### src/rtl/dmem_port_arbiter.sv
// Shares one data-memory port between the core Memory stage (C) and an auxiliary master (A).
// Contention policy: fixed priority with starvation escape, or round-robin when DMEM_ARB_RR_EN is defined.
module dmem_port_arbiter #(
    parameter int AW         = 32,
    parameter int DW         = 32,
    parameter int RD_LAT     = 1,
    parameter int STARVE_MAX = 8
) (
    input  logic            clk,
    input  logic            Rst_n,
    input  logic            c_req,
    input  logic            c_we,
    input  logic [DW/8-1:0] c_be,
    input  logic [AW-1:0]   c_addr,
    input  logic [DW-1:0]   c_wdata,
    output logic [DW-1:0]   c_rdata,
    output logic            c_ack,
    output logic            mem_hold,
    input  logic            a_req,
    input  logic            a_we,
    input  logic [DW/8-1:0] a_be,
    input  logic [AW-1:0]   a_addr,
    input  logic [DW-1:0]   a_wdata,
    output logic [DW-1:0]   a_rdata,
    output logic            a_ack,
    output logic [DW/8-1:0] mem_en,
    output logic            mem_wea,
    output logic            mem_rea,
    output logic [AW-1:0]   mem_addr,
    output logic [DW-1:0]   mem_din,
    input  logic [DW-1:0]   mem_dout,
    output logic            grant_a
);
    localparam int CW = $clog2(RD_LAT + 1);

    typedef enum logic [1:0] {IDLE, ISSUE, RDWAIT} state_t;

    state_t            state, state_nxt;
    logic              sel_a, we_r;
    logic [DW/8-1:0]   be_r;
    logic [AW-1:0]     addr_r;
    logic [DW-1:0]     din_r, c_rdata_q, a_rdata_q;
    logic [CW-1:0]     rd_cnt;
    logic              any_req, pick_a, rd_done, done;

    assign any_req = c_req | a_req;
    assign rd_done = (state == RDWAIT) && (rd_cnt == CW'(RD_LAT - 1));

`ifdef DMEM_ARB_RR_EN
    logic last_a;

    // Under contention the requester that did not win last time goes next.
    assign pick_a = a_req & (~c_req | ~last_a);

    always_ff @(posedge clk) begin
        if (!Rst_n)
            last_a <= 1'b1;
        else if (state == IDLE && any_req)
            last_a <= pick_a;
    end
`else
    localparam int SW = (STARVE_MAX < 1) ? 1 : $clog2(STARVE_MAX + 1);
    logic [SW-1:0] starve_cnt;
    logic          contend;

    // Core wins contention until it has won STARVE_MAX in a row, then A gets one grant.
    assign contend = c_req & a_req;
    assign pick_a  = a_req & (~c_req | (starve_cnt == SW'(STARVE_MAX)));

    always_ff @(posedge clk) begin
        if (!Rst_n)
            starve_cnt <= '0;
        else if (state == IDLE) begin
            if (contend && !pick_a)
                starve_cnt <= starve_cnt + SW'(1);
            else
                starve_cnt <= '0;
        end
    end
`endif

    always_ff @(posedge clk) begin
        if (!Rst_n)
            state <= IDLE;
        else
            state <= state_nxt;
    end

    always_comb begin
        state_nxt = state;
        case (state)
            IDLE:    if (any_req) state_nxt = ISSUE;
            ISSUE:   state_nxt = we_r ? IDLE : RDWAIT;
            RDWAIT:  if (rd_done) state_nxt = IDLE;
            default: state_nxt = IDLE;
        endcase
    end

    // Acks are masked by reset so an access aborted mid-flight never completes.
    always_comb begin
        mem_en  = '0;
        mem_wea = 1'b0;
        mem_rea = 1'b0;
        done    = 1'b0;
        case (state)
            ISSUE: begin
                mem_en  = be_r;
                mem_wea = we_r;
                mem_rea = ~we_r;
                done    = we_r;
            end
            RDWAIT:  done = rd_done;
            default: ;
        endcase
        done    = done & Rst_n;
        c_ack   = done & ~sel_a;
        a_ack   = done & sel_a;
        grant_a = sel_a & (state != IDLE);
    end

    assign mem_addr = addr_r;
    assign mem_din  = din_r;
    assign mem_hold = c_req & ~c_ack;
    assign c_rdata  = (c_ack & ~we_r) ? mem_dout : c_rdata_q;
    assign a_rdata  = (a_ack & ~we_r) ? mem_dout : a_rdata_q;

    always_ff @(posedge clk) begin
        if (!Rst_n) begin
            sel_a     <= 1'b0;
            we_r      <= 1'b0;
            be_r      <= '0;
            addr_r    <= '0;
            din_r     <= '0;
            rd_cnt    <= '0;
            c_rdata_q <= '0;
            a_rdata_q <= '0;
        end else begin
            if (state == IDLE && any_req) begin
                sel_a  <= pick_a;
                we_r   <= pick_a ? a_we    : c_we;
                be_r   <= pick_a ? a_be    : c_be;
                addr_r <= pick_a ? a_addr  : c_addr;
                din_r  <= pick_a ? a_wdata : c_wdata;
                rd_cnt <= '0;
            end
            if (state == RDWAIT)
                rd_cnt <= rd_cnt + CW'(1);
            if (rd_done) begin
                if (sel_a) a_rdata_q <= mem_dout;
                else       c_rdata_q <= mem_dout;
            end
        end
    end

endmodule

### config.mk
export PLATFORM = sky130hd
export DESIGN_NAME = dmem_port_arbiter
export DESIGN_NICKNAME = d
export VERILOG_FILES = /design/src/rtl/dmem_port_arbiter.sv
export SDC_FILE = /design/constraint.sdc
export NUM_CORES = 1
export LEC_CHECK = 0
export ABC_AREA = 1
export CAP_MARGIN = 20
export CORE_AREA = 2 2 122 124
export CTS_CLUSTER_DIAMETER = 50
export DETAILED_ROUTE_END_ITERATION = 7
export DIE_AREA = 0 0 124 126
export DONT_BUFFER_PORTS = 1
export PLACE_DENSITY_LB_ADDON = 0.08
export SYNTH_ARGS = -nofsm -noshare
export SYNTH_HDL_FRONTEND = slang
export SYNTH_SLANG_ARGS = --single-unit
### constraint.sdc
create_clock -name clk -period 1.6 [get_ports clk]
set_input_delay 0.24 -clock clk [delete_from_list [all_inputs] [get_ports clk]]
set_output_delay 0.24 -clock clk [all_outputs]
set_load 0.01 [all_outputs]
# Word level (Yosys, flattened, before mapping)
# Cells that the tools add are included.
[classes] n_addsub=2 n_eq_ne=5 n_mux=17 bitwise=16 n_reduce_logical=10
[op_table] operator="two-way mux 32 bit" n=4
[op_table] operator="two-way mux 4 bit" n=3
[op_table] operator="bitwise AND 1 bit" n=9
[op_table] operator="two-way mux 2 bit" n=3
[op_table] operator="case mux 2 bit (3 select lines)" n=1
[op_table] operator="AND reduction 2 bit" n=3
[op_table] operator="two-way mux 1 bit" n=5
[op_table] operator="NOT 1 bit" n=5
[op_table] operator="adder 4 x 1 -> 4 bit, second input constant" n=1
[op_table] operator="== test 4 bit, second input constant" n=1
[op_table] operator="!= test 2 bit, second input constant" n=2
[op_table] operator="nonzero test 2 bit" n=2
[op_table] operator="logical AND 1 bit" n=3
[op_table] operator="== test 2 x 1 -> 1 bit, second input constant" n=1
[op_table] operator="== test 2 bit, second input constant" n=1
[op_table] operator="logical NOT 2 bit" n=1
[op_table] operator="bitwise OR 1 bit" n=2
[op_table] operator="case mux 1 bit (2 select lines)" n=1
[op_table] operator="adder 1 bit, second input constant" n=1
[op_table] operator="logical NOT 1 bit" n=1
[word_totals] reg_bits=141 in_bits=174 output_inout_bits=138

# Longest topological paths before layout
# Gate-level depths: netlist of the first run.
[depth] depth_word=7 ltp_mapped=11 depth_no_buf=9

# Least setup slack after synthesis of the first run
# Ideal clock, no wire load.
[synth_path] kind="reg-to-output" start="register state[1]" end="output port c_rdata[16]" arrival_time_ns=1.467 slack_ns=-0.107 path_stages_with_launch=8 path_buffers=1 cell_sequence="dfxtp_1 inv_1 ha_1 nand2_2 a21oi_4 nand3_4 buf_6 o21ai_1"
[synth_between] elab_chain_cells=7 word_cells_on_any_way=8 cone_classes="eq/ne (2); mux (2); bitwise (3); reduce/logical (1)"
[synth_rtl] element="start: declaration" line_no="38" source="state_t state, state_nxt;"
[synth_rtl] element="start signal: assignment" line_no="86" source="state <= state_nxt;"
[synth_rtl] element="== test 2 bit" line_no="47, 105"
[synth_rtl] element="logical AND 1 bit" line_no="47" source="assign rd_done = (state == RDWAIT) && (rd_cnt == CW'(RD_LAT - 1));"
[synth_rtl] element="case mux 1 bit (2 select lines) (*)" line_no="105" source="case (state)"
[synth_rtl] element="bitwise AND 1 bit (*)" line_no="115" source="done = done & Rst_n;"
[synth_rtl] element="bitwise AND 1 bit (*)" line_no="116" source="c_ack = done & ~sel_a;"
[synth_rtl] element="bitwise AND 1 bit (*)" line_no="124" source="assign c_rdata = (c_ack & ~we_r) ? mem_dout : c_rdata_q;"
[synth_rtl] element="two-way mux 32 bit (*)" line_no="124"
[synth_rtl] element="end: declaration" line_no="16" source="output logic [DW-1:0] c_rdata,"
# Mark *: on every way between the ends. The rest lies on a longest branch, timed or not.

# Final worst setup path of the first run
[layout_path] start="register state[0]" end="output port c_rdata[25]"
# The elaborated chain is that of the path after synthesis.

==> impl_metrics.ini, run 1 <==
[status]
outcome = finished, violations left
violations = negative setup slack

[global_route]
grt-ovfl-total = 0
grt_pass1_wl_um = 30370
grt_max_degree = 75
grt_use_met1 = 0.2956
antenna_found_initial = 0
gr-max-usage-layer = met2
met3_usage = 0.07518
grt_pass1_vias = 6054
met2_usage = 0.4089
grt_usage = 0.2465

[detailed_routing]
wl_per_cell_um = 14.93
antenna_left = 0
dr.pass1.iters = 4
wl_um = 19780
drc = 0
drt-initial-drc-count = 474
avgViaCountPerCell = 5.103
vias = 6762

[cells_and_area]
n_fill_cell = 1383
area_growth_syn_to_layout_pct = 18.96
drive_gt1_frac = 0.1499
instances_no_fill = 1325
antenna_cells = 0
seqCellArea_um2 = 2825
final_core_util = 0.6048
nets = 1307
multi_input_area_um2 = 3684

[power]
p_comb_frac = 0.206
switchingPower_mw = 3.201
leakage_nw = 4.068
p_clk_frac = 0.376
vdd_ir_drop_max_mv = 0.6963
sw_frac_of_total = 0.3048
p_per_area_nw_per_um2 = 1213
internal_power_mw = 7.299
p_seq_frac = 0.418

[floorplanning]
start_util = 0.5084
ioPinCount = 312
die_w_um = 124
core_um2 = 14310
rows = 44
dieArea_um2 = 15620
die_height_um = 126

[place]
io_buffer_count = 0
dp.cells = 1274
dp_hpwl_um = 13520
globalplace.congestion = 0.8024

[sta]
tightest_slew_ps = 448.2
fmax_mhz = 477.4
finalCriticalPeriod_ps = 2095
slew_headroom = 0.7012
finalCritPeriodShare = 1.309
rsz0062_at_grt = yes
finClkSkew_ps = 9.151
final_max_slew_viol_count = 0
fin_ws_ps = -494.6
setup_viol = 69
hold_viol_final = 0

[setup_path]
crit_start = state[0]$_SDFFE_PN0P_
path_class = flop to primary output
path_cells = inv_4 > ha_4 > nand2_4 > a21oi_4 > nand3_4 > buf_12 > o21ai_2
reg2regPathDepth = 7
endpoint_kind = primary output
crit_arrival_ps = 1850
slowest_delay_ps = 350
r2r_setup_slack_ps = 100
rr_endpoint = c_rdata_q[21]$_SDFFE_PN0P_
cp_data_required_time_ps = 1360
r2r-start = state[1]$_SDFFE_PN0P_
crit_end = c_rdata[25]
crit_path_max_fanout = 33
start_kind = flop
crit_slowest_cell = dfxtp_2

[synth]
netlist_area_um2 = 7277
synthXorXnorAreaFrac = 0
yosys.area_share.simple = 0.3002
synth_cell_types = 24
syn_area_per_cell_um2 = 6.411
synth_top_cell_area_share = 0.3879
synth_top_family_by_area = simple AND/OR/NAND/NOR gates
synth_mux_area_frac = 0
async_flop_share = 0
synth-adder-area-share = 0.008597
synth_seq_cells = 141
yosysSeqAreaShare = 0.3879
synth_largest_area_cell = dfxtp_1
ys.warnings.count = 0
synthFlopType = dfxtp_1
synth_fp_nets = 1314
yosys-top-cells-area = dfxtp_1, nand2_1, nand3_1
synth_compound_area_frac = 0.1496
synth_edf_count = 0
syn_inst = 1135
yosysMostFrequentCell = nand2_1
synthTopCellsByCount = nand2_1, inv_1, nor2_1, nand3_1, dfxtp_1

[clock_network]
clockBufferDepth = 2
numCtsBuffers = 17
cts_tree = yes
cts-root-buf = clkbuf_16
worstSkewPairLatency_ps = 420
clk_pin_slew_worst_paths_ps = 60
clock-sinks = 141
h-tree-depth = 4

[hold_path]
min_path_type = primary input to flop

[job]
drv_cap = 0
==> metrics by stage <==
step                worst slack (ps)  setup TNS, ps  total power [mW]  instance area, um^2  hold WS (ps)
floorplan                     -39.37          -2172             5.940                 7482         415.0
global placement              -71.23          -2759             6.425                 7690         385.1
detailed placement            -83.37          -3615             6.449                 7690         389.5
CTS                           -522.1         -33070             10.49                 8511      0.006106
global route                  -585.0         -37580             11.09                 8657         12.12
finish                        -494.6         -31570             10.50                 8657         16.92
==> sequential cells by signal (all words and copies together), names as in the netlist <==
register and flops:
state 2, be_r 4, sel_a 1, mem_din 32
c_rdata_q 32, starve_cnt 4, mem_addr 32, rd_cnt 1
we_r 1, a_rdata_q 32
==> per-layer routing <==
metal	up-vias	share of wire
met1	2996	0.42
met5	-	0
met4	0	0.020
li1	3516	-
met2	217	0.48
met3	33	0.070
==> area by class of cell <==
class	count	area share
well taps	184	0.02659
repair buffers	49	0.06880
repair inverters	1	0.0005781
inverters	189	0.08383
flip-flops and latches	141	0.3263
clock inverters	5	0.009105
multi-input cells	729	0.4255
clock buffers	27	0.05926
==> kinds of logic after synthesis <==
logic type      count (synthesis)
fa+ha+maj                       5
buf+inv                       265
simple gates                  520
compound gates                204
flops                         141
==> how the worst min path moves through the flow <==
| stage | startpoint | end | slack, ps | depth (start not counted) |
|---|---|---|---|---|
| 3_5_place_dp | Rst_n | starve_cnt[0]$_SDFFE_PN0P_ | 390 | 2 |
| 5_1_grt | mem_dout[9] | a_rdata_q[9]$_SDFFE_PN0P_ | 10 | 2 |
| 3_3_place_gp | Rst_n | starve_cnt[0]$_SDFFE_PN0P_ | 390 | 2 |
| 6_report | mem_dout[30] | c_rdata_q[30]$_SDFFE_PN0P_ | 20 | 2 |
| 4_1_cts | c_addr[18] | mem_addr[18]$_SDFFE_PN0P_ | 0.006 | 4 |
| 2_1_floorplan | mem_dout[7] | c_rdata_q[7]$_SDFFE_PN0P_ | 420 | 2 |
==> layout by cell type (no fill, tap or decap), types with 18 or more instances in the layout <==
master,synthesis,final
o21ai_2,15,56
o21ai_0,63,63
inv_1,187,177
dfxtp_1,141,139
a21oi_1,72,72
nor2_1,147,144
nand2_1,219,208
nand3_1,143,142
buf_4,3,18
clkbuf_16,0,18
==> critical path, delay by kind of cell, from the launching register on <==
family	cells	cell delay, ps
buf+inv	2	250
fa+ha+maj	1	260
flops	1	350
compound gates	2	370
simple gates	2	180
==> what timing repair did <==
| action | CTS | global route |
|---|---|---|
| endpoints found under the hold margin | 70 | 0 |
| hold buffers | 14 | 0 |
| buffers inserted | 0 | 4 |
| resized for setup | 19 | 25 |
| gates cloned | 0 | 2 |
| pin swaps | 1 | 4 |
| endpoints found under the setup margin | 69 | 141 |
==> power groups by stage <==
stage	logic, mW	registers, mW	clock network [mW]
finish	2.16	4.39	3.95
global route	2.47	4.43	4.19
CTS	2.09	4.39	4.02
detailed placement	1.99	4.46	0
global placement	1.96	4.47	0
floorplan	1.61	4.33	0
(Power assumes the default switching activity.)
==> run 2: changes to the inputs <==
Clock period 1.6 ns to 2.5 ns, I/O delays scaled along.
==> run 2 against run 1 <==
The run now ends clean; combinational power shrank 41%; sequential power shrank 36%; clock skew shrank 2.0 ps; cell count grew 1.6%; largest power group unchanged.
==> impl_metrics.ini, run 2 (same netlist as run 1, synthesis figures left out) <==
[status]
outcome = complete, no violations

[place]
globalplace.congestion = 0.7789
dp.cells = 1304
dp_hpwl_um = 12920
io_buffer_count = 0

[floorplanning]
start_util = 0.5084
die_w_um = 124
ioPinCount = 312
dieArea_um2 = 15620
rows = 44
die_height_um = 126
core_um2 = 14310

[setup_path]
endpoint_kind = primary output
cp_data_required_time_ps = 2120
crit_path_max_fanout = 8
start_kind = flop
path_class = flop to primary output
crit_arrival_ps = 2090

[cells_and_area]
multi_input_area_um2 = 3451
n_fill_cell = 1444
area_growth_syn_to_layout_pct = 17.26
final_core_util = 0.5962
antenna_cells = 0
final_common_cell = nand2_1
mostFrequentLayoutCells = nand2_1, inv_1, nor2_1
instances_no_fill = 1346
drive_gt1_frac = 0.1377
seqCellArea_um2 = 2830
nets = 1329

[power]
report.power.total_mw = 6.692
vdd_ir_drop_max_mv = 0.4813
p_per_area_nw_per_um2 = 784.2
leakage_nw = 4.133

[sta]
finalCriticalPeriod_ps = 2460
hold_viol_final = 0
slew_headroom = 0.6178
finClkSkew_ps = 7.151
fmax_mhz = 406.5
setup_viol = 0
final_max_slew_viol_count = 0
tightest_slew_ps = 573.3
finalCritPeriodShare = 0.9841
rsz0062_at_grt = yes

[clock_network]
cts-root-buf = clkbuf_16
cts_hold_buffers = 0
h-tree-depth = 4
cts_tree = yes
clk_pin_slew_worst_paths_ps = 60
clock-sinks = 141
numCtsBuffers = 17
clockBufferDepth = 2
worstSkewPairLatency_ps = 410

[global_route]
gr-max-usage-layer = met2
met2_usage = 0.3788
grt_usage = 0.2325
grt_pass1_wl_um = 28660
grt-ovfl-total = 0
grt_pass1_vias = 5712
grt_max_degree = 75
met3_usage = 0.05933
grt_use_met1 = 0.2953
antenna_found_initial = 0

[hold_path]
min_path_type = primary input to flop

[detailed_routing]
avgViaCountPerCell = 5.076
wl_per_cell_um = 14.71
wl_um = 19790
drt-initial-drc-count = 411
vias = 6832
dr.pass1.iters = 4
drc = 0
antenna_left = 0

[job]
drv_cap = 0
[run 2: timing repair]
| item | CTS | global route |
|---|---|---|
| setup endpoints to repair | 11 | 49 |
| resized for setup | 2 | 33 |
| setup buffers | 0 | 5 |
| pin swaps | 0 | 4 |
| gates cloned | 0 | 6 |
[run 2: final cells by class]
cell class              count  share of cell area
multi-input cells         729              0.4044
flip-flops and latches    141              0.3317
inverters                 189             0.08402
repair buffers             72             0.08050
clock buffers              21             0.05631
well taps                 184             0.02698
clock inverters            10             0.01613
[run 2: critical path, stage by stage, from the launching register on]
cell and delay, ps:
dfxtp_4 370, inv_4 50, ha_4 250, nand2_2 50, a21oi_4 190, nand3_4 230, clkbuf_16 250, o21ai_2 130
buf_4 140
[run 2: final timing paths]
kind              slack [ps]  depth (start not counted)                    endpoint                        from
setup reg to reg         560                          9     mem_din[9]$_SDFFE_PN0P_  starve_cnt[0]$_SDFFE_PN0P_
hold reg to reg          440                          2  a_rdata_q[16]$_SDFFE_PN0P_  a_rdata_q[16]$_SDFFE_PN0P_
hold / removal           110                          2  a_rdata_q[14]$_SDFFE_PN0P_                       Rst_n
setup / recovery          40                          8                 a_rdata[23]       state[1]$_SDFFE_PN0P_
[run 2: stage by stage]
step | setup slack, ps | hold WS, ps | area [um^2] | setup TNS [ps]
4_1_cts | 22.40 | 84.13 | 8262 | 0
2_1_floorplan | 658.2 | 423.3 | 7277 | 0
5_1_grt | -41.99 | 82.48 | 8533 | -527.2
3_3_place_gp | 461.7 | 430.6 | 7639 | 0
6_report | 39.82 | 105.8 | 8533 | 0
3_5_place_dp | 418.3 | 433.9 | 7639 | 0
[run 2: per-layer routing]
layer	vias up	part of all wire	wire length (um)
met2	242	0.49	9697
met4	0	0.023	461
met3	36	0.070	1376
met1	2998	0.42	8257
li1	3556	-	-
met5	-	0	0
[run 2: power breakdown]
group	internal (mW)	switching (mW)	total, mW
sequential	2.52	0.291	2.81
clock	1.67	0.933	2.60
combinational	0.496	0.783	1.28
